**src/rtl/front_panel_pkg.sv**
```systemverilog
// Shared constants, direction/FSM encodings and input-decoding helpers for front_panel_cursor.
package front_panel_pkg;

  localparam int ROW0_COUNT        = 32'sd16;
  localparam int ROW1_COUNT        = 32'sd9;
  localparam int ROW1_BASE         = 32'sd16;
  localparam int SWITCH_COUNT      = ROW0_COUNT + ROW1_COUNT;
  localparam int REPEAT_DELAY      = 32'sd20;
  localparam int REPEAT_RATE       = 32'sd6;
  localparam int ACTION_MIN_FRAMES = 32'sd2;

  // Bit positions of the joystick inputs inside the synchronizer bus
  localparam int JOY_W     = 32'sd5;
  localparam int JOY_UP    = 32'sd0;
  localparam int JOY_DOWN  = 32'sd1;
  localparam int JOY_LEFT  = 32'sd2;
  localparam int JOY_RIGHT = 32'sd3;
  localparam int JOY_FIRE  = 32'sd4;

  typedef enum logic [2:0] {
    DIR_NONE  = 3'd0,
    DIR_UP    = 3'd1,
    DIR_DOWN  = 3'd2,
    DIR_LEFT  = 3'd3,
    DIR_RIGHT = 3'd4
  } dir_e;

  typedef enum logic [1:0] {
    ST_IDLE   = 2'd0,
    ST_HOLD   = 2'd1,
    ST_REPEAT = 2'd2
  } state_e;

  function automatic dir_e pick_dir(input logic [3:0] rise);
    dir_e d;
    if (rise[JOY_UP]) begin
      d = DIR_UP;
    end else if (rise[JOY_DOWN]) begin
      d = DIR_DOWN;
    end else if (rise[JOY_LEFT]) begin
      d = DIR_LEFT;
    end else if (rise[JOY_RIGHT]) begin
      d = DIR_RIGHT;
    end else begin
      d = DIR_NONE;
    end
    return d;
  endfunction

  function automatic logic dir_level(input dir_e dir, input logic [3:0] lvl);
    logic held;
    case (dir)
      DIR_UP:    held = lvl[JOY_UP];
      DIR_DOWN:  held = lvl[JOY_DOWN];
      DIR_LEFT:  held = lvl[JOY_LEFT];
      DIR_RIGHT: held = lvl[JOY_RIGHT];
      default:   held = 1'b0;
    endcase
    return held;
  endfunction

endpackage

```
**src/rtl/front_panel_cursor_sync.sv**
```systemverilog
// Two-flop synchronizer with rising-edge detect; edges are suppressed until the
// pipeline has refilled after reset, so a button held through reset is not a press.
module front_panel_cursor_sync #(
  parameter int WIDTH = 32'sd5
) (
  input  logic             clk,
  input  logic             reset,
  input  logic [WIDTH-1:0] async_in,
  output logic [WIDTH-1:0] level_out,
  output logic [WIDTH-1:0] rise_out
);

  logic [WIDTH-1:0] meta_q, meta_d;
  logic [WIDTH-1:0] sync_q, sync_d;
  logic [WIDTH-1:0] prev_q, prev_d;
  logic [2:0]       fill_q, fill_d;

  always_comb begin
    meta_d = async_in;
    sync_d = meta_q;
    prev_d = sync_q;
    fill_d = {fill_q[1:0], 1'b1};
  end

  always_ff @(posedge clk) begin
    if (reset) begin
      meta_q <= '0;
      sync_q <= '0;
      prev_q <= '0;
      fill_q <= 3'd0;
    end else begin
      meta_q <= meta_d;
      sync_q <= sync_d;
      prev_q <= prev_d;
      fill_q <= fill_d;
    end
  end

  always_comb begin
    level_out = sync_q;
    if (fill_q[2]) begin
      rise_out = sync_q & ~prev_q;
    end else begin
      rise_out = '0;
    end
  end

endmodule

```
**src/rtl/front_panel_cursor.sv**
```systemverilog
// Front panel switch cursor: position, row wrap/clamp, action stretching.
// Define FRONT_PANEL_CURSOR_AUTOREPEAT_EN for frame-paced auto-repeat of held directions.
module front_panel_cursor #(
  parameter int ROW0_COUNT        = front_panel_pkg::ROW0_COUNT,
  parameter int ROW1_COUNT        = front_panel_pkg::ROW1_COUNT,
  parameter int ROW1_BASE         = front_panel_pkg::ROW1_BASE,
  parameter int REPEAT_DELAY      = front_panel_pkg::REPEAT_DELAY,
  parameter int REPEAT_RATE       = front_panel_pkg::REPEAT_RATE,
  parameter int ACTION_MIN_FRAMES = front_panel_pkg::ACTION_MIN_FRAMES
) (
  input  logic       clk,
  input  logic       reset,
  input  logic       frame_tick,
  input  logic       joy_up,
  input  logic       joy_down,
  input  logic       joy_left,
  input  logic       joy_right,
  input  logic       joy_fire,
  output logic [3:0] cursor_index_x,
  output logic [4:0] cursor_index_y,
  output logic       cursor_action
);

  import front_panel_pkg::*;

  localparam logic [3:0] X0_MAX = 4'(ROW0_COUNT - 32'sd1);
  localparam logic [3:0] X1_MAX = 4'(ROW1_COUNT - 32'sd1);
  localparam logic [4:0] Y_ROW1 = 5'(ROW1_BASE);
  localparam int ACT_W = (ACTION_MIN_FRAMES < 32'sd1) ? 32'sd1 : $clog2(ACTION_MIN_FRAMES + 32'sd1);
  localparam logic [ACT_W-1:0] ACT_LOAD = ACT_W'(ACTION_MIN_FRAMES);

`ifdef FRONT_PANEL_CURSOR_AUTOREPEAT_EN
  localparam int FRAME_MAX = (REPEAT_DELAY > REPEAT_RATE) ? REPEAT_DELAY : REPEAT_RATE;
  localparam int FRAME_W   = (FRAME_MAX < 32'sd1) ? 32'sd1 : $clog2(FRAME_MAX + 32'sd1);
  localparam logic [FRAME_W-1:0] DELAY_LOAD = FRAME_W'(REPEAT_DELAY);
  localparam logic [FRAME_W-1:0] RATE_LOAD  = FRAME_W'(REPEAT_RATE);
  localparam logic [FRAME_W-1:0] FRAME_ONE  = FRAME_W'(32'd1);
  logic [FRAME_W-1:0] frame_q, frame_d;
`endif

  logic [JOY_W-1:0] joy_level;
  logic [JOY_W-1:0] joy_rise;
  dir_e             edge_dir;
  dir_e             move_dir;
  logic             latch_held;
  logic             in_row1;
  logic [3:0]       row_max;

  state_e           state_q, state_d;
  dir_e             latch_q, latch_d;
  logic [3:0]       x_q, x_d;
  logic [4:0]       y_q, y_d;
  logic             action_q, action_d;
  logic [ACT_W-1:0] act_cnt_q, act_cnt_d;

  front_panel_cursor_sync #(
    .WIDTH(JOY_W)
  ) u_sync (
    .clk      (clk),
    .reset    (reset),
    .async_in ({joy_fire, joy_right, joy_left, joy_down, joy_up}),
    .level_out(joy_level),
    .rise_out (joy_rise)
  );

  always_comb begin
    edge_dir   = pick_dir(joy_rise[3:0]);
    latch_held = dir_level(latch_q, joy_level[3:0]);
    in_row1    = (y_q == Y_ROW1);
    row_max    = in_row1 ? X1_MAX : X0_MAX;
  end

  // State register for the direction FSM, cursor position and action stretcher
  always_ff @(posedge clk) begin
    if (reset) begin
      state_q   <= ST_IDLE;
      latch_q   <= DIR_NONE;
      x_q       <= 4'd0;
      y_q       <= 5'd0;
      action_q  <= 1'b0;
      act_cnt_q <= '0;
`ifdef FRONT_PANEL_CURSOR_AUTOREPEAT_EN
      frame_q   <= '0;
`endif
    end else begin
      state_q   <= state_d;
      latch_q   <= latch_d;
      x_q       <= x_d;
      y_q       <= y_d;
      action_q  <= action_d;
      act_cnt_q <= act_cnt_d;
`ifdef FRONT_PANEL_CURSOR_AUTOREPEAT_EN
      frame_q   <= frame_d;
`endif
    end
  end

  // Next state: an active action freezes the cursor; a fresh edge always restarts the press
  always_comb begin
    state_d  = state_q;
    latch_d  = latch_q;
    move_dir = DIR_NONE;
`ifdef FRONT_PANEL_CURSOR_AUTOREPEAT_EN
    frame_d  = frame_q;
`endif
    if (action_q) begin
      state_d = ST_IDLE;
      latch_d = DIR_NONE;
    end else if (edge_dir != DIR_NONE) begin
      move_dir = edge_dir;
      latch_d  = edge_dir;
      state_d  = ST_HOLD;
`ifdef FRONT_PANEL_CURSOR_AUTOREPEAT_EN
      frame_d  = DELAY_LOAD;
`endif
    end else if (!latch_held) begin
      state_d = ST_IDLE;
      latch_d = DIR_NONE;
    end else begin
`ifdef FRONT_PANEL_CURSOR_AUTOREPEAT_EN
      if (frame_tick) begin
        if (frame_q <= FRAME_ONE) begin
          move_dir = latch_q;
          frame_d  = RATE_LOAD;
          state_d  = ST_REPEAT;
        end else begin
          frame_d  = frame_q - FRAME_ONE;
        end
      end else begin
        frame_d = frame_q;
      end
`else
      state_d = state_q;
`endif
    end
  end

  // Position update for the selected move; entering row 1 clamps x to that row
  always_comb begin
    x_d = x_q;
    y_d = y_q;
    case (move_dir)
      DIR_UP: begin
        if (in_row1) begin
          y_d = 5'd0;
        end else begin
          y_d = y_q;
        end
      end
      DIR_DOWN: begin
        if (!in_row1) begin
          y_d = Y_ROW1;
          x_d = (x_q > X1_MAX) ? X1_MAX : x_q;
        end else begin
          y_d = y_q;
        end
      end
      DIR_LEFT:  x_d = (x_q == 4'd0) ? row_max : (x_q - 4'd1);
      DIR_RIGHT: x_d = (x_q >= row_max) ? 4'd0 : (x_q + 4'd1);
      default: begin
        x_d = x_q;
        y_d = y_q;
      end
    endcase
  end

  always_comb begin
    act_cnt_d = act_cnt_q;
    action_d  = action_q;
    if (joy_rise[JOY_FIRE]) begin
      action_d  = 1'b1;
      act_cnt_d = ACT_LOAD;
    end else begin
      if (frame_tick && (act_cnt_q != '0)) begin
        act_cnt_d = act_cnt_q - ACT_W'(32'd1);
      end else begin
        act_cnt_d = act_cnt_q;
      end
      if ((act_cnt_d == '0) && !joy_level[JOY_FIRE]) begin
        action_d = 1'b0;
      end else begin
        action_d = action_q;
      end
    end
  end

  assign cursor_index_x = x_q;
  assign cursor_index_y = y_q;
  assign cursor_action  = action_q;

endmodule

```
**config.mk**
```make
export PLATFORM = sky130hd
export DESIGN_NAME = front_panel_cursor
export DESIGN_NICKNAME = d
export VERILOG_FILES = /design/src/rtl/front_panel_pkg.sv /design/src/rtl/front_panel_cursor_sync.sv /design/src/rtl/front_panel_cursor.sv
export SDC_FILE = /design/constraint.sdc
export NUM_CORES = 1
export LEC_CHECK = 0
export CAP_MARGIN = 20
export CORE_MARGIN = 10
export CORE_UTILIZATION = 49
export CTS_BUF_LIST = sky130_fd_sc_hd__clkbuf_2
export DETAILED_ROUTE_END_ITERATION = 10
export HOLD_SLACK_MARGIN = 0.06
export PLACE_DENSITY_LB_ADDON = 0.1
export SYNTH_ARGS = -nofsm -noshare
export SYNTH_HDL_FRONTEND = slang
export SYNTH_SLANG_ARGS = --single-unit
```
**constraint.sdc**
```tcl
create_clock -name clk -period 1.6 [get_ports clk]
set_input_delay 0.32 -clock clk [delete_from_list [all_inputs] [get_ports clk]]
set_output_delay 0.32 -clock clk [all_outputs]
set_load 0.02 [all_outputs]
```
==> run_results.csv <==
group,metric,value,unit
outcome,status,"finished, violations left",
outcome,violations,"setup timing",
sta,fin_skew,13.2,ps
global_routing,grt_pass1_wl,4280,um
routing,drc,0,
die,core-area,2230,um^2
finish,syn_to_final_growth,36.7,%
worst_setup_path,worstSetupStartpoint,"cursor_index_y[4]",
finish,diodes,0,
worst_setup_path,start_kind,"register",
global_routing,grt_pass1_vias,1045,
sta,rsz0062_at_grt,"yes",
worst_setup_path,end_kind,"register",
pwr,peakVddDrop,713,uV
global_routing,antenna_found_initial,0,
sta,setup_viol,3,
worst_setup_path,cp.required,1880,ps
sta,finalCriticalPeriod,1770,ps
pwr,power.leakage,0.648,nW
yosys,syn_inst,125,
pwr,power.density,800,nW/um^2
finish,stdcell_area,1580,um^2
sta,hold_viol,0,
sta,maxSlewViolCount,0,
yosys,yosysTopAreaCell,"dfxtp_1",
yosys,ys_seq_area_share,45.1,%
clocking,cts_sinks,26,
worst_hold_path,hp-start,"u_sync.meta_q[3]",
run,cap_violations,0,
sta,timing.fmax,0.564,GHz
placed_design,place_area,1400,um^2
yosys,ys_seq_elements,26,
worst_setup_path,worst-setup-path-type,"register to register",
die,dieArea,4700,um^2
sta,setup_tns,-423,ps
routing,drt-wirelength-per-cell,14.1,um
routing,ant_nets,0,
routing,vias,956,
sta,fin_ws,-173,ps
worst_hold_path,holdCritPathClass,"register to register",
routing,dr.pass1.iters,4,
yosys,yosysMostFrequentCell,"dfxtp_1",
placed_design,detailed_place_hpwl,1780,um
yosys,synth_edf_count,0,
yosys,synthesis.area,1150,um^2
placed_design,port_buffers,13,
routing,vias_per_cell,5.22,
worst_setup_path,worstPathMaxFanout,4,
global_routing,grt_start_max_net_pins,16,
die,io_pins,18,
die,die_y,68.5,um
clocking,numCtsBuffers,3,
yosys,synth_cell_types,32,
yosys,ys_top_cells_by_area,"dfxtp_1 45%, nor2b_1 11%, ha_1 6.5%, a21oi_1 3.5%, buf_4 3.3%",
yosys,syn_area_per_cell,9.24,um^2
worst_setup_path,worstPathArrival,2050,ps
finish,fillers,193,
die,rows,17,
clocking,clockBufferDepth,2,
finish,nNetsFinal,170,
clocking,insertion_delay,340,ps
yosys,ys.flop_type,"dfxtp_1",
routing,totalWireLength,2580,um
clocking,cts_root_buf,"clkbuf_2",
clocking,clkSlewWorstSetupHoldPaths,240,ps
die,initial_utilization,51.7,%
yosys,yosys.area.top_type_share,45.1,%
yosys,async_reset_ff_share,0,%
sta,min_period_over_period,111,%
placed_design,gp_congestion,0.911,
yosys,synth_common_cells,"26 x dfxtp_1, 20 x nor2b_1, 9 x inv_1, 8 x a21oi_1, 8 x nor2_1",
finish,drive_gt1_share,29.0,%
clocking,htreeDepth,1,
routing,drt_iter0_drc,63,
yosys,yosys_warnings,0,
clocking,cts_tree,"done",
die,die_w,68.5,um
global_routing,grt_util_all_layers,11.6,%
worst_setup_path,r2r_start,"cursor_index_y[4]",
global_routing,grt_overflow,0,
-- report_power, final --
| part | switching [W] | internal, W | total [W] |
|---|---|---|---|
| Combinational | 0.0000881 | 0.0000851 | 0.000173 |
| Clock | 0.000186 | 0.000215 | 0.000401 |
| Sequential | 0.0000146 | 0.000674 | 0.000689 |
| Total | 0.000289 | 0.000974 | 0.00126 |
-- cell usage in the layout, fill, tap and decap left out, types with 3 or more instances in the layout --
master,netlist,layout
a21oi_1,8,7
buf_4,5,16
clkbuf_2,0,4
clkdlybuf4s50_1,0,7
conb_1,1,4
dfxtp_1,26,22
dfxtp_4,0,3
dlygate4sd2_1,0,4
ha_4,0,4
inv_1,9,6
nand2b_1,5,5
nor2_1,8,8
nor2b_1,20,19
o21ai_0,5,4
-- repair_timing --
| action | in CTS | in global routing |
|---|---|---|
| endpoints found under the setup margin | 9 | 6 |
| setup buffers | 4 | 0 |
| gates resized for setup | 17 | 18 |
| hold buffers | 0 | 0 |
| pin swaps | 5 | 7 |
-- path summary, 6_finish.rpt --
path                    endpoint  cells past startpoint  slack, ps
min reg2reg  u_sync.level_out[3]                      1        460
max            cursor_index_x[2]                      9       -170
max reg2reg    cursor_index_x[2]                      9       -170
min          u_sync.level_out[3]                      1        460
-- cell type report --
class	count	area [um^2]	area share (%)
inverters	9	41.3	2.61
flip-flops and latches	26	533	33.8
clock buffers	3	15.0	0.951
well taps	28	35.0	2.22
clock inverters	1	30.0	1.90
repair buffers	31	263	16.6
multi-input cells	85	662	41.9
-- critical path: stages (launching register included) --
cell and delay, ps:
dfxtp_4 420, buf_6 120, inv_4 50, ha_4 190
nor2b_4 120, o21ai_4 80, a211oi_4 310, buf_4 160
nand4bb_1 90, a31oi_1 160
-- sequential cells by signal, summed over array words and instances, names as in the netlist --
| signal | flops |
|---|---|
| u_sync.level_out | 5 |
| u_sync.meta_q | 5 |
| u_sync.prev_q | 5 |
| cursor_index_x | 4 |
| u_sync.fill_q | 3 |
| act_cnt_q | 2 |
| cursor_action | 1 |
| cursor_index_y | 1 |
-- logic make-up after synthesis --
| group | after synthesis | synth area share (%) |
|---|---|---|
| AO/OA/AOI/OAI | 28 | 16.7 |
| flip-flops | 26 | 45.1 |
| buffers and inverters | 17 | 7.26 |
| AND/OR/NAND/NOR | 46 | 23.4 |
| adder cells (fa/ha/maj) | 6 | 6.50 |
| XOR/XNOR | 1 | 0.759 |
| other | 1 | 0.325 |
-- through the flow --
step                      hold WS (ps)  utilization, %  worst slack [ps]  power [W]  instances
after detailed placement           420            62.6              -123   0.000860        175
after global placement             417            62.6             -40.9   0.000852        175
after CTS                          462            67.2             -97.1    0.00127        183
final                              460            70.7              -173    0.00126        183
after global routing               456            70.7              -261    0.00133        183
after floorplan                    392               -              6.53   0.000804        128
-- metal layers --
metal / part of all wire (%) / track usage [%] / vias up
met5: 0 / 0 / -
met1: 40 / 12.3 / 441
met2: 50 / 20.4 / 30
met4: 2.0 / 5.78 / 0
li1: - / - / 477
met3: 7.1 / 3.54 / 8
Power figures use the tool's default switching activity.
